[config.mk]
export PLATFORM = sky130hd
export DESIGN_NAME = vend_fsm
export DESIGN_NICKNAME = d
export VERILOG_FILES = /design/src/rtl/vend_pkg.sv /design/src/rtl/vend_refund_cnt.sv /design/src/rtl/vend_fsm.sv
export SDC_FILE = /design/constraint.sdc
export NUM_CORES = 1
export LEC_CHECK = 0
export ABC_AREA = 0
export CAP_MARGIN = 15
export CORE_MARGIN = 2
export CORE_UTILIZATION = 30
export DETAILED_ROUTE_END_ITERATION = 8
export HOLD_SLACK_MARGIN = 0.05
export PLACE_DENSITY = 0.58
export SYNTH_ARGS = -nofsm -noshare
export SYNTH_HDL_FRONTEND = slang
export SYNTH_SLANG_ARGS = --single-unit
[constraint.sdc]
create_clock -name clk -period 8 [get_ports clk]
set_clock_uncertainty 0.05 [all_clocks]
set_input_delay 2.4 -clock clk [delete_from_list [all_inputs] [get_ports clk]]
set_output_delay 2.4 -clock clk [all_outputs]
set_load 0.01 [all_outputs]
[src/rtl/vend_pkg.sv]
// Shared types and constants for the vending-machine controller.
// Coin values are expressed in half-yuan units.
package vend_pkg;

  typedef enum logic [1:0] {
    IDLE   = 2'd0,
    ACCUM  = 2'd1,
    VEND   = 2'd2,
    REFUND = 2'd3
  } vend_state_t;

  localparam logic [1:0] COIN_HALF = 2'd1;
  localparam logic [1:0] COIN_ONE  = 2'd2;

  // Total value inserted in one cycle; both coins together give 3 units.
  function automatic logic [1:0] coin_value(input logic half, input logic one);
    return (half ? COIN_HALF : 2'd0) + (one ? COIN_ONE : 2'd0);
  endfunction

endpackage

[src/rtl/vend_refund_cnt.sv]
// Loadable down-counter that holds the change still owed to the customer
// and produces the registered one-pulse-per-coin change output.
module vend_refund_cnt
  import vend_pkg::*;
#(
  parameter int W = 6
) (
  input  logic         clk,
  input  logic         rst_n,
  input  logic         load,
  input  logic [W-1:0] load_val,
  input  logic         dec,
  input  logic         clr,
  input  logic         pulse_next,
  output logic [W-1:0] count,
  output logic         zero,
  output logic         change
);

  // Change-owed register: clear beats load, load beats decrement.
  always_ff @(posedge clk) begin
    if (!rst_n || clr) begin
      count <= '0;
    end else if (load) begin
      count <= load_val;
    end else if (dec && (count != '0)) begin
      count <= count - W'(1);
    end
  end

  // Registered change pulse, high for every cycle spent paying out a coin.
  always_ff @(posedge clk) begin
    if (!rst_n) begin
      change <= 1'b0;
    end else begin
      change <= pulse_next;
    end
  end

  assign zero = (count == '0);

endmodule

[src/rtl/vend_fsm.sv]
// Coin-operated vending controller: accumulates half/one-yuan coins, vends
// when the price is reached, then pays out any excess as half-unit pulses.
// Optional feature macro VEND_CANCEL_EN: pi_cancel refunds accumulated credit.
//
// Handshake: there is no valid/ready pair; every input is a single-cycle
// strobe sampled on the rising edge. While po_busy is high the strobes are
// dropped (coins are lost), and every output is a register.
module vend_fsm
  import vend_pkg::*;
#(
  parameter int PRICE    = 5,
  parameter int CREDIT_W = 6
) (
  input  logic                clk,
  input  logic                rst_n,
  input  logic                pi_money_half,
  input  logic                pi_money_one,
  input  logic                pi_cancel,
  output logic                po_cola,
  output logic                po_change,
  output logic                po_busy,
  output logic [CREDIT_W-1:0] po_credit,
  output logic [1:0]          dbg_state
);

  // Credit can momentarily reach PRICE-1+3 before a vend, so the counters
  // must hold PRICE+2.
  if ((PRICE < 1) || (PRICE > 60)) begin : g_bad_price
    $error("vend_fsm: PRICE %0d outside 1..60", PRICE);
  end
  if ((PRICE + 2) >= (1 << CREDIT_W)) begin : g_bad_width
    $error("vend_fsm: CREDIT_W %0d cannot hold PRICE+2 = %0d", CREDIT_W, PRICE + 2);
  end

  localparam logic [CREDIT_W-1:0] PRICE_C = CREDIT_W'(PRICE);

  vend_state_t         state, state_d;
  logic [CREDIT_W-1:0] credit_d;
  logic [CREDIT_W-1:0] sum;
  logic [CREDIT_W-1:0] load_val;
  logic [CREDIT_W-1:0] change_left;
  logic                load, dec, clr, pulse_next, cnt_zero;

`ifndef VEND_CANCEL_EN
  logic unused_cancel;
  assign unused_cancel = pi_cancel;
`endif

  assign sum = po_credit + CREDIT_W'(coin_value(pi_money_half, pi_money_one));

  // Next-state and counter-control decode; coins only count in IDLE/ACCUM.
  always_comb begin
    state_d    = state;
    credit_d   = po_credit;
    load       = 1'b0;
    load_val   = '0;
    dec        = 1'b0;
    clr        = 1'b0;
    case (state)
      IDLE, ACCUM: begin
`ifdef VEND_CANCEL_EN
        // Cancel wins over a coin that would otherwise complete the price.
        if (pi_cancel && (sum != '0)) begin
          state_d  = REFUND;
          credit_d = '0;
          load     = 1'b1;
          load_val = sum;
        end else
`endif
        if (sum >= PRICE_C) begin
          state_d  = VEND;
          credit_d = '0;
          load     = 1'b1;
          load_val = sum - PRICE_C;
        end else begin
          credit_d = sum;
          if (sum != '0) begin
            state_d = ACCUM;
          end
        end
      end
      VEND: begin
        credit_d = '0;
        state_d  = cnt_zero ? IDLE : REFUND;
      end
      REFUND: begin
        credit_d = '0;
        dec      = 1'b1;
        // The edge that pays the last coin also returns to IDLE.
        if (change_left <= CREDIT_W'(1)) begin
          state_d = IDLE;
        end
      end
      default: begin
        state_d  = IDLE;
        credit_d = '0;
        clr      = 1'b1;
      end
    endcase
    pulse_next = (state_d == REFUND);
  end

  // State register plus registered vend/busy/credit outputs.
  always_ff @(posedge clk) begin
    if (!rst_n) begin
      state     <= IDLE;
      po_credit <= '0;
      po_cola   <= 1'b0;
      po_busy   <= 1'b0;
    end else begin
      state     <= state_d;
      po_credit <= credit_d;
      po_cola   <= (state_d == VEND);
      po_busy   <= (state_d == VEND) || (state_d == REFUND);
    end
  end

  vend_refund_cnt #(.W(CREDIT_W)) u_refund_cnt (
    .clk        (clk),
    .rst_n      (rst_n),
    .load       (load),
    .load_val   (load_val),
    .dec        (dec),
    .clr        (clr),
    .pulse_next (pulse_next),
    .count      (change_left),
    .zero       (cnt_zero),
    .change     (po_change)
  );

  assign dbg_state = state;

endmodule

==> results.yml, run 1 <==
die:
  die_height_um: 61.5
  core_um2: 3100
  initial_core_util_pct: 32.0
  die_x_um: 61.5
  core.rowCount: 20
  count_of_boundary_i_o_pins: 16
  fp.dieArea_um2: 3780
clock_network:
  htreeDepth: 1
  holdBufCountCts: 0
  cts-resized-gates: 0
  cts-root-buf: "clkbuf_4"
  clock_tree_from_tritoncts: "done"
  clock_tree.buffer_depth: 2
  cts_inserted_buffers: 3
  clkTransAtPathRegs_ns: 0.10
  cts.repair_timing.setup_buffer_count: 0
  worstSkewPairLatency_ns: 0.29
  clock-sinks: 17
routing:
  final_antenna_net_count: 0
  drt-vias-per-instance: 4.77
  drcViolationCount: 0
  drtPass1Iterations: 4
  drt-total-wl_mm: 1.91
  detail_route.wl_per_cell_um: 11.4
  detail_route.iter0.violations: 13
  routed-via-count: 802
sta:
  setup_viol: 0
  hold_viol_final: 0
  finalCritPeriodShare_pct: 64.0
  final_critical_delay_including_setup_and_external_delays_ns: 5.12
  achievable-frequency_mhz: 195
  timing_max_transition_violations_final: 0
  rsz0062_at_grt: "false"
  totalNegativeSetupSlack_ns: 0
final_layout:
  areaGrowthSynthToFinish_pct: 20.9
  num-fill-cells: 328
  finalInstanceArea_um2: 1200
  final_nets: 138
  core_utilization_of_the_finished_layout_pct: 38.7
  insertedDiodeCount: 0
  drive_above_1_share_pct: 9.68
  finish.cell_count_without_fillers: 168
logic_synthesis:
  yosysWarningCount: 0
  synth.largest_area_cell: "dfxtp_1"
  mux_share_of_post_synthesis_cell_area_pct: 0
  post_synth_instance_area_um2: 992
  synth-edff-count: 0
  synth_compound_area_share_pct: 20.3
  synth.top_cell.area_share_pct: 34.3
  ys_seq_elements: 17
  synth-async-reset-ratio_pct: 0
  biggest_area_contributors_in_the_synthesized_netlist: "dfxtp_1 (34%), ha_1 (8.8%), a21oi_1 (4.0%)"
  synth_top_family_by_area: "compound AO/OA/AOI/OAI gates"
  ys_seq_area_share_pct: 34.3
  synth_simple_gate_area_share_pct: 18.7
  synth_most_common_cell: "dfxtp_1"
  top_cell_types_by_occurrence_after_synthesis: "dfxtp_1 (17), inv_1 (9), a21oi_1 (8)"
  synth_xor_area_share_pct: 9.46
  dominantRegCellSynth: "dfxtp_1"
  synthesized_instance_count: 107
  mean_instance_size_in_the_synthesized_netlist_um2: 9.27
  yosysUniqueCellTypes: 42
  adder_cell_share_of_the_synthesized_area_pct: 10.8
placement:
  place.port_buffers: 14
  dp_hpwl_mm: 1.51
  placed_cells: 164
  placed_area_um2: 1170
  replace_congestion: 0.776
setup_path:
  path_cells: "clkdlybuf4s50_1 -> ha_1 -> fa_1 -> inv_1 -> ha_1 -> nor2b_1 -> o32a_1 -> a41oi_2 -> inv_1 -> o311a_1"
  cp_slowest_cell: "fa_1"
  timing.critical_path.required_ns: 8.14
  worst-setup-path-type: "in -> reg"
  worstSetupEndpointType: "flip-flop"
  timing.critical_path.arrival_ns: 5.26
  crit_path_start_kind: "primary input"
  worst_path_largest_cell_delay_ns: 0.52
  largest_fanout_on_the_critical_path: 11
power:
  power.net_switching_mw: 0.0590
  p_int_mw: 0.132
  share_clk_of_total_power_pct: 24.5
  leakagePower_nw: 0.471
  ir_drop_mv: 0.0801
  power.share.switching_pct: 30.9
  seq_power_share_pct: 52.9
  share_comb_of_total_power_pct: 22.6
  power.density_cell_area_nw_per_um2: 159
worst_hold_path:
  timing.hold.worst.class: "reg -> reg"
global_route:
  antenna_found_initial: 0
  globalRouteOverflowTotal: 0
  groute.usage.overall_pct: 11.7
  first_global_vias: 778
  grt_max_degree: 13
  first_pass_grt_wire_length_mm: 3.37
outcome:
  status: "completed"
flow_run:
  max_cap_violations: 0
registers in the layout, summed over array words and instances (netlist names):
| signal | count |
|---|---|
| po_busy | 1 |
| po_cola | 1 |
| u_refund_cnt.count | 6 |
| po_credit | 6 |
| u_refund_cnt.change | 1 |
| dbg_state | 2 |
cell usage in the layout (no fill, tap or decap), types with 2 or more instances in the layout:
master           netlist  final
nand3_1                3      3
nor2_1                 4      4
nand2b_1               2      2
o211a_1                2      2
xor2_1                 3      3
o21ai_1                2      2
o21ai_0                6      6
ha_1                   7      7
clkdlybuf4s50_1        0     14
clkbuf_4               0      3
xnor2_1                4      4
nand2_1                7      7
conb_1                 1      3
nand3b_1               2      2
a21oi_1                8      8
nor4_1                 4      4
dfxtp_1               17     17
inv_1                  9      9
final timing paths:
kind	from	end	slack [ns]	cells after the start
max	pi_money_half	u_refund_cnt.count[4]$_SDFFE_PN0P_	2.88	10
min	u_refund_cnt.count[1]$_SDFFE_PN0P_	u_refund_cnt.count[1]$_SDFFE_PN0P_	0.48	2
max reg2reg	po_credit[0]$_SDFF_PP0_	u_refund_cnt.count[4]$_SDFFE_PN0P_	5.09	9
min reg2reg	u_refund_cnt.count[1]$_SDFFE_PN0P_	u_refund_cnt.count[1]$_SDFFE_PN0P_	0.48	2
critical path, delay by kind of cell:
| kind | cells | cell delay, ns |
|---|---|---|
| AO/OA/AOI/OAI | 3 | 1.07 |
| adder cells (fa/ha/maj) | 3 | 0.97 |
| buffers and inverters | 3 | 0.69 |
| AND/OR/NAND/NOR | 1 | 0.13 |
layout make-up:
class	instances	area [µm²]	share of cell area [%]
multi-input cells	79	599	49.9
flip-flops and latches	17	340	28.4
repair buffers	14	140	11.7
well taps	44	55.1	4.59
inverters	10	37.5	3.13
clock buffers	3	22.5	1.88
clock inverters	1	5.00	0.417
power groups by stage:
stage / Combinational (mW) / Clock, mW / Sequential [mW]
after floorplan: 0.0291 / 0 / 0.102
after global placement: 0.0429 / 0 / 0.103
after detailed placement: 0.0434 / 0 / 0.103
after CTS: 0.0437 / 0.0486 / 0.101
after global routing: 0.0494 / 0.0518 / 0.102
final: 0.0432 / 0.0467 / 0.101
metal layers:
| layer | global-route usage (%) | up-vias | wire length, µm |
|---|---|---|---|
| li1 | - | 410 | - |
| met1 | 15.1 | 379 | 858 |
| met2 | 19.5 | 9 | 985 |
| met3 | 0.630 | 4 | 30 |
| met4 | 6.38 | 0 | 36 |
| met5 | 0 | - | 0 |
through the flow:
stage / hold slack [ns] / power [mW] / setup WS [ns]
2_1_floorplan: 0.439 / 0.131 / 3.50
3_3_place_gp: 0.464 / 0.146 / 2.57
3_5_place_dp: 0.473 / 0.146 / 2.56
4_1_cts: 0.489 / 0.193 / 2.88
5_1_grt: 0.523 / 0.204 / 2.64
6_report: 0.484 / 0.191 / 2.88
logic make-up (layout without fill, tap and decap cells):
| group | count (synthesis) | in the layout |
|---|---|---|
| compound gates | 28 | 28 |
| xor+xnor | 9 | 9 |
| fa+ha+maj | 8 | 8 |
| buf+inv | 13 | 28 |
| flops | 17 | 17 |
| other cells | 1 | 3 |
| simple gates | 31 | 31 |
Power figures use the tool's default switching activity.
==> run 2, diff against run 1 <==
- clock period: 8 -> 5.35 ns (I/O delays scaled with it)
==> results.yml, run 2 (same netlist as run 1, synthesis figures left out) <==
sta:
  achievable-frequency_mhz: 231
  setup_viol: 0
  timing_max_transition_violations_final: 0
  hold_viol_final: 0
  timing_worst_slew_pin_value_ns: 0.503
  final_critical_delay_including_setup_and_external_delays_ns: 4.34
  rsz0062_at_grt: "false"
  totalNegativeSetupSlack_ns: 0
  finalCritPeriodShare_pct: 81.1
  worst_slew_margin_relative_to_its_limit_pct: 66.5
clock_network:
  clkTransAtPathRegs_ns: 0.11
  htreeDepth: 1
  holdBufCountCts: 0
  clock_tree.buffer_depth: 2
  cts-root-buf: "clkbuf_4"
  clock_tree_from_tritoncts: "done"
  cts.repair_timing.setup_buffer_count: 0
  cts_inserted_buffers: 3
  clock-sinks: 17
  cts-resized-gates: 0
  worstSkewPairLatency_ns: 0.29
final_layout:
  drive_above_1_share_pct: 9.68
  insertedDiodeCount: 0
  core_utilization_of_the_finished_layout_pct: 38.7
  num-fill-cells: 336
  layout_commonest_cell: "dfxtp_1"
  final_nets: 138
  most-common-layout-cells: "dfxtp_1 (17), clkdlybuf4s50_1 (14), inv_1 (9)"
  areaGrowthSynthToFinish_pct: 20.9
setup_path:
  worst-setup-path-type: "in -> reg"
  reg2reg_setup_slack_ns: 2.43
  worst_path_largest_cell_delay_ns: 0.52
  worstReg2RegEnd: "u_refund_cnt.count[4]$_SDFFE_PN0P_"
  buffers_plus_inverters_on_the_worst_setup_path: 3
  r2r_cells: 9
  crit_family: "compound AO/OA/AOI/OAI gates"
  path_cells: "clkdlybuf4s50_1 -> ha_1 -> fa_1 -> inv_1 -> ha_1 -> nor2b_1 -> o32a_1 -> a41oi_2 -> inv_1 -> o311a_1"
  largest_fanout_on_the_critical_path: 11
  timing.critical_path.required_ns: 5.49
  cp_slowest_cell: "fa_1"
  critical_path.reg2reg.startpoint: "po_credit[0]$_SDFF_PP0_"
  worstSetupEndpointType: "flip-flop"
  crit_path_start_kind: "primary input"
  timing.critical_path.arrival_ns: 4.48
routing:
  drcViolationCount: 0
  routed-via-count: 802
  detail_route.iter0.violations: 22
  drt-vias-per-instance: 4.77
  drtPass1Iterations: 4
  drt-total-wl_mm: 1.95
  detail_route.wl_per_cell_um: 11.6
  final_antenna_net_count: 0
die:
  count_of_boundary_i_o_pins: 16
  core.rowCount: 20
  core_um2: 3100
  initial_core_util_pct: 32.0
  fp.dieArea_um2: 3780
  die_height_um: 61.5
  die_x_um: 61.5
global_route:
  antenna_found_initial: 0
  first_global_vias: 750
  globalRouteOverflowTotal: 0
  groute.usage.overall_pct: 11.4
  first_pass_grt_wire_length_mm: 3.24
  grt_max_degree: 13
power:
  ir_drop_mv: 0.139
  power.density_cell_area_nw_per_um2: 239
  leakagePower_nw: 0.471
flow_run:
  max_cap_violations: 0
placement:
  replace_congestion: 0.757
  dp_hpwl_mm: 1.51
  place.port_buffers: 14
worst_hold_path:
  worstHoldEndpoint: "u_refund_cnt.count[1]$_SDFFE_PN0P_"
  hp-start: "u_refund_cnt.count[1]$_SDFFE_PN0P_"
  whs_path_depth: 2
  timing.hold.worst.class: "reg -> reg"
outcome:
  status: "completed"
-- run 2: cell counts in the layout (fill, tap and decap cells not counted) --
No cell type changed its count.
-- run 2: worst max path at each step --
stage | from | end | slack [ns] | depth (start not counted)
after floorplan | pi_money_half | u_refund_cnt.count[4]$_SDFFE_PN0P_ | 1.64 | 9
after global placement | pi_money_half | u_refund_cnt.count[4]$_SDFFE_PN0P_ | 0.72 | 10
after detailed placement | pi_money_half | u_refund_cnt.count[4]$_SDFFE_PN0P_ | 0.71 | 10
after CTS | pi_money_half | u_refund_cnt.count[4]$_SDFFE_PN0P_ | 1.01 | 10
after global routing | pi_money_half | u_refund_cnt.count[4]$_SDFFE_PN0P_ | 0.81 | 10
final | pi_money_half | u_refund_cnt.count[4]$_SDFFE_PN0P_ | 1.01 | 10
-- run 2: through the flow --
stage / instance area [µm²] / hold WS, ns / setup slack, ns / power (mW) / std cells
6_report: 1200 / 0.485 / 1.01 / 0.287 / 168
5_1_grt: 1200 / 0.533 / 0.808 / 0.305 / 168
4_1_cts: 1200 / 0.481 / 1.01 / 0.290 / 168
3_5_place_dp: 1170 / 0.462 / 0.708 / 0.219 / 164
3_3_place_gp: 1170 / 0.464 / 0.722 / 0.218 / 164
2_1_floorplan: 1000 / 0.439 / 1.64 / 0.196 / 109
-- run 2: cell type report --
| cell class | count | area, µm² | share of cell area, % |
|---|---|---|---|
| Multi-Input combinational cell | 79 | 599 | 49.9 |
| Sequential cell | 17 | 340 | 28.4 |
| Timing Repair Buffer | 14 | 140 | 11.7 |
| Tap cell | 44 | 55.1 | 4.59 |
| Inverter | 10 | 37.5 | 3.13 |
| Clock buffer | 3 | 22.5 | 1.88 |
| Clock inverter | 1 | 5.00 | 0.417 |
-- run 2: worst reg2reg max path, cell delays in order, from the launching register on --
cell,delay (ns)
dfxtp_1,0.33
ha_1,0.22
fa_1,0.52
inv_1,0.08
ha_1,0.21
nor2b_1,0.14
o32a_1,0.21
a41oi_2,0.48
inv_1,0.20
o311a_1,0.38
-- run 2: per-layer routing --
metal / wire length (µm) / vias to the layer above / GRT usage, %
li1: - / 411 / -
met1: 922 / 376 / 14.6
met2: 967 / 13 / 19.5
met3: 35 / 2 / 0.630
met4: 27 / 0 / 5.47
met5: 0 / - / 0
-- run 2: power breakdown --
| part | switching, mW | total [mW] | internal [mW] |
|---|---|---|---|
| Sequential | 0.0136 | 0.151 | 0.138 |
| Combinational | 0.0334 | 0.0651 | 0.0317 |
| Clock | 0.0428 | 0.0705 | 0.0278 |
==> run 3, diff against run 2 <==
- PLACE_DENSITY: 0.58 -> 0.6
- clock period: 5.35 -> 3.5 ns (I/O delays scaled with it)
==> results.yml, run 3 (same netlist as run 1, synthesis figures left out) <==
final_layout:
  num-fill-cells: 327
  finalInstanceArea_um2: 1240
  insertedDiodeCount: 0
  areaGrowthSynthToFinish_pct: 25.5
  footprint_of_the_multi_input_gates_um2: 599
  finish.cell_count_without_fillers: 174
  most-common-layout-cells: "dfxtp_1 (17), clkdlybuf4s50_1 (14), inv_1 (9)"
  layout_commonest_cell: "dfxtp_1"
  drive_above_1_share_pct: 13.8
  final_nets: 144
  register_area_um2: 340
clock_network:
  cts-root-buf: "clkbuf_4"
  htreeDepth: 1
  clock_tree_from_tritoncts: "done"
  holdBufCountCts: 0
  cts-resized-gates: 0
  cts.repair_timing.setup_buffer_count: 0
  clock_tree.buffer_depth: 2
  cts_inserted_buffers: 3
  clock-sinks: 17
  clkTransAtPathRegs_ns: 0.10
  worstSkewPairLatency_ns: 0.30
setup_path:
  buffers_plus_inverters_on_the_worst_setup_path: 3
  timing.critical_path.required_ns: 3.65
  worst-setup-path-type: "in -> reg"
  crit_path_start_kind: "primary input"
  reg2reg_setup_slack_ns: 1.06
  critical_path.reg2reg.startpoint: "po_credit[0]$_SDFF_PP0_"
  cp_slowest_cell: "fa_1"
  worstSetupEndpointType: "flip-flop"
  largest_fanout_on_the_critical_path: 3
  r2r_cells: 9
  crit_family: "adder cells"
  timing.critical_path.arrival_ns: 3.44
  worst_path_largest_cell_delay_ns: 0.51
  worstReg2RegEnd: "u_refund_cnt.count[4]$_SDFFE_PN0P_"
  path_cells: "clkdlybuf4s50_1 -> ha_1 -> fa_1 -> inv_1 -> ha_1 -> nor2b_1 -> o32a_1 -> a41oi_2 -> inv_1 -> o311a_1"
global_route:
  groute.usage.overall_pct: 13.6
  globalRouteOverflowTotal: 0
  first_pass_grt_wire_length_mm: 3.80
  first_global_vias: 844
  grt_max_degree: 13
  antenna_found_initial: 0
sta:
  hold_viol_final: 0
  final_critical_delay_including_setup_and_external_delays_ns: 3.29
  finalCritPeriodShare_pct: 94.1
  rsz0062_at_grt: "false"
  hold-worst-slack_ns: 0.475
  achievable-frequency_mhz: 304
  setup_viol: 0
  timing_max_transition_violations_final: 0
routing:
  detail_route.iter0.violations: 26
  drcViolationCount: 0
  final_antenna_net_count: 0
  detail_route.wl_per_cell_um: 11.9
  drt-vias-per-instance: 4.83
  drtPass1Iterations: 4
  routed-via-count: 841
  drt-total-wl_mm: 2.07
outcome:
  status: "completed"
placement:
  placed_cells: 170
  replace_congestion: 0.748
  dp_hpwl_mm: 1.60
  placed_area_um2: 1220
  place.port_buffers: 14
worst_hold_path:
  whs_path_depth: 2
  timing.hold.worst.class: "reg -> reg"
  hp-start: "u_refund_cnt.count[1]$_SDFFE_PN0P_"
  worstHoldEndpoint: "u_refund_cnt.count[1]$_SDFFE_PN0P_"
die:
  die_x_um: 61.5
  die_height_um: 61.5
  core_um2: 3100
  fp.dieArea_um2: 3780
  initial_core_util_pct: 32.0
  core.rowCount: 20
  count_of_boundary_i_o_pins: 16
power:
  power.density_cell_area_nw_per_um2: 359
  ir_drop_mv: 0.207
  leakagePower_nw: 0.500
flow_run:
  max_cap_violations: 0
==> run 3: changes by cell type in the layout (fill, tap and decap cells not counted) <==
cell and change:
buf_4 +6
==> run 3: tightest hold or removal path: stages, from the launching register on <==
cell      delay (ns)
dfxtp_1         0.35
nand3b_1        0.09
a21oi_1         0.06
==> run 3: how the worst max path moves through the flow <==
stage                        from  cells after the start                                 end
global route        pi_money_half                     11  u_refund_cnt.count[4]$_SDFFE_PN0P_
CTS                 pi_money_half                     10  u_refund_cnt.count[4]$_SDFFE_PN0P_
global placement    pi_money_half                     10  u_refund_cnt.count[4]$_SDFFE_PN0P_
detailed placement  pi_money_half                     10  u_refund_cnt.count[4]$_SDFFE_PN0P_
finish              pi_money_half                     10  u_refund_cnt.count[4]$_SDFFE_PN0P_
floorplan           pi_money_half                      9  u_refund_cnt.count[4]$_SDFFE_PN0P_
==> run 3: through the flow <==
step	setup WS, ns	util (%)	power (mW)	TNS (ns)
after floorplan	0.350	-	0.299	0
after global placement	-0.117	39.2	0.340	-0.338
after detailed placement	-0.109	39.2	0.343	-0.368
after CTS	0.198	40.1	0.454	0
after global routing	0.0969	40.1	0.482	0
final	0.206	40.1	0.447	0
==> run 3: power breakdown <==
group | total (mW) | internal, mW | switching, mW | leakage, nW
registers | 0.231 | 0.210 | 0.0209 | 0.141
logic | 0.107 | 0.0544 | 0.0527 | 0.341
clock network | 0.109 | 0.0426 | 0.0659 | 0.0177
total | 0.447 | 0.308 | 0.140 | 0.500
==> run 3: per-layer routing <==
metal  wire, µm  global-route usage [%]
met1        961                    18.1
met2        978                    21.1
met3         84                    2.94
met4         42                    6.38
met5          0                       0
==> run 3: area by class of cell <==
cell class                 instances  area share (%)
clock inverter                     1           0.402
timing repair buffer              20            14.9
sequential                        17            27.3
clock buffer                       3            1.81
tap                               44            4.42
inverter                          10            3.02
multi-input combinational         79            48.1
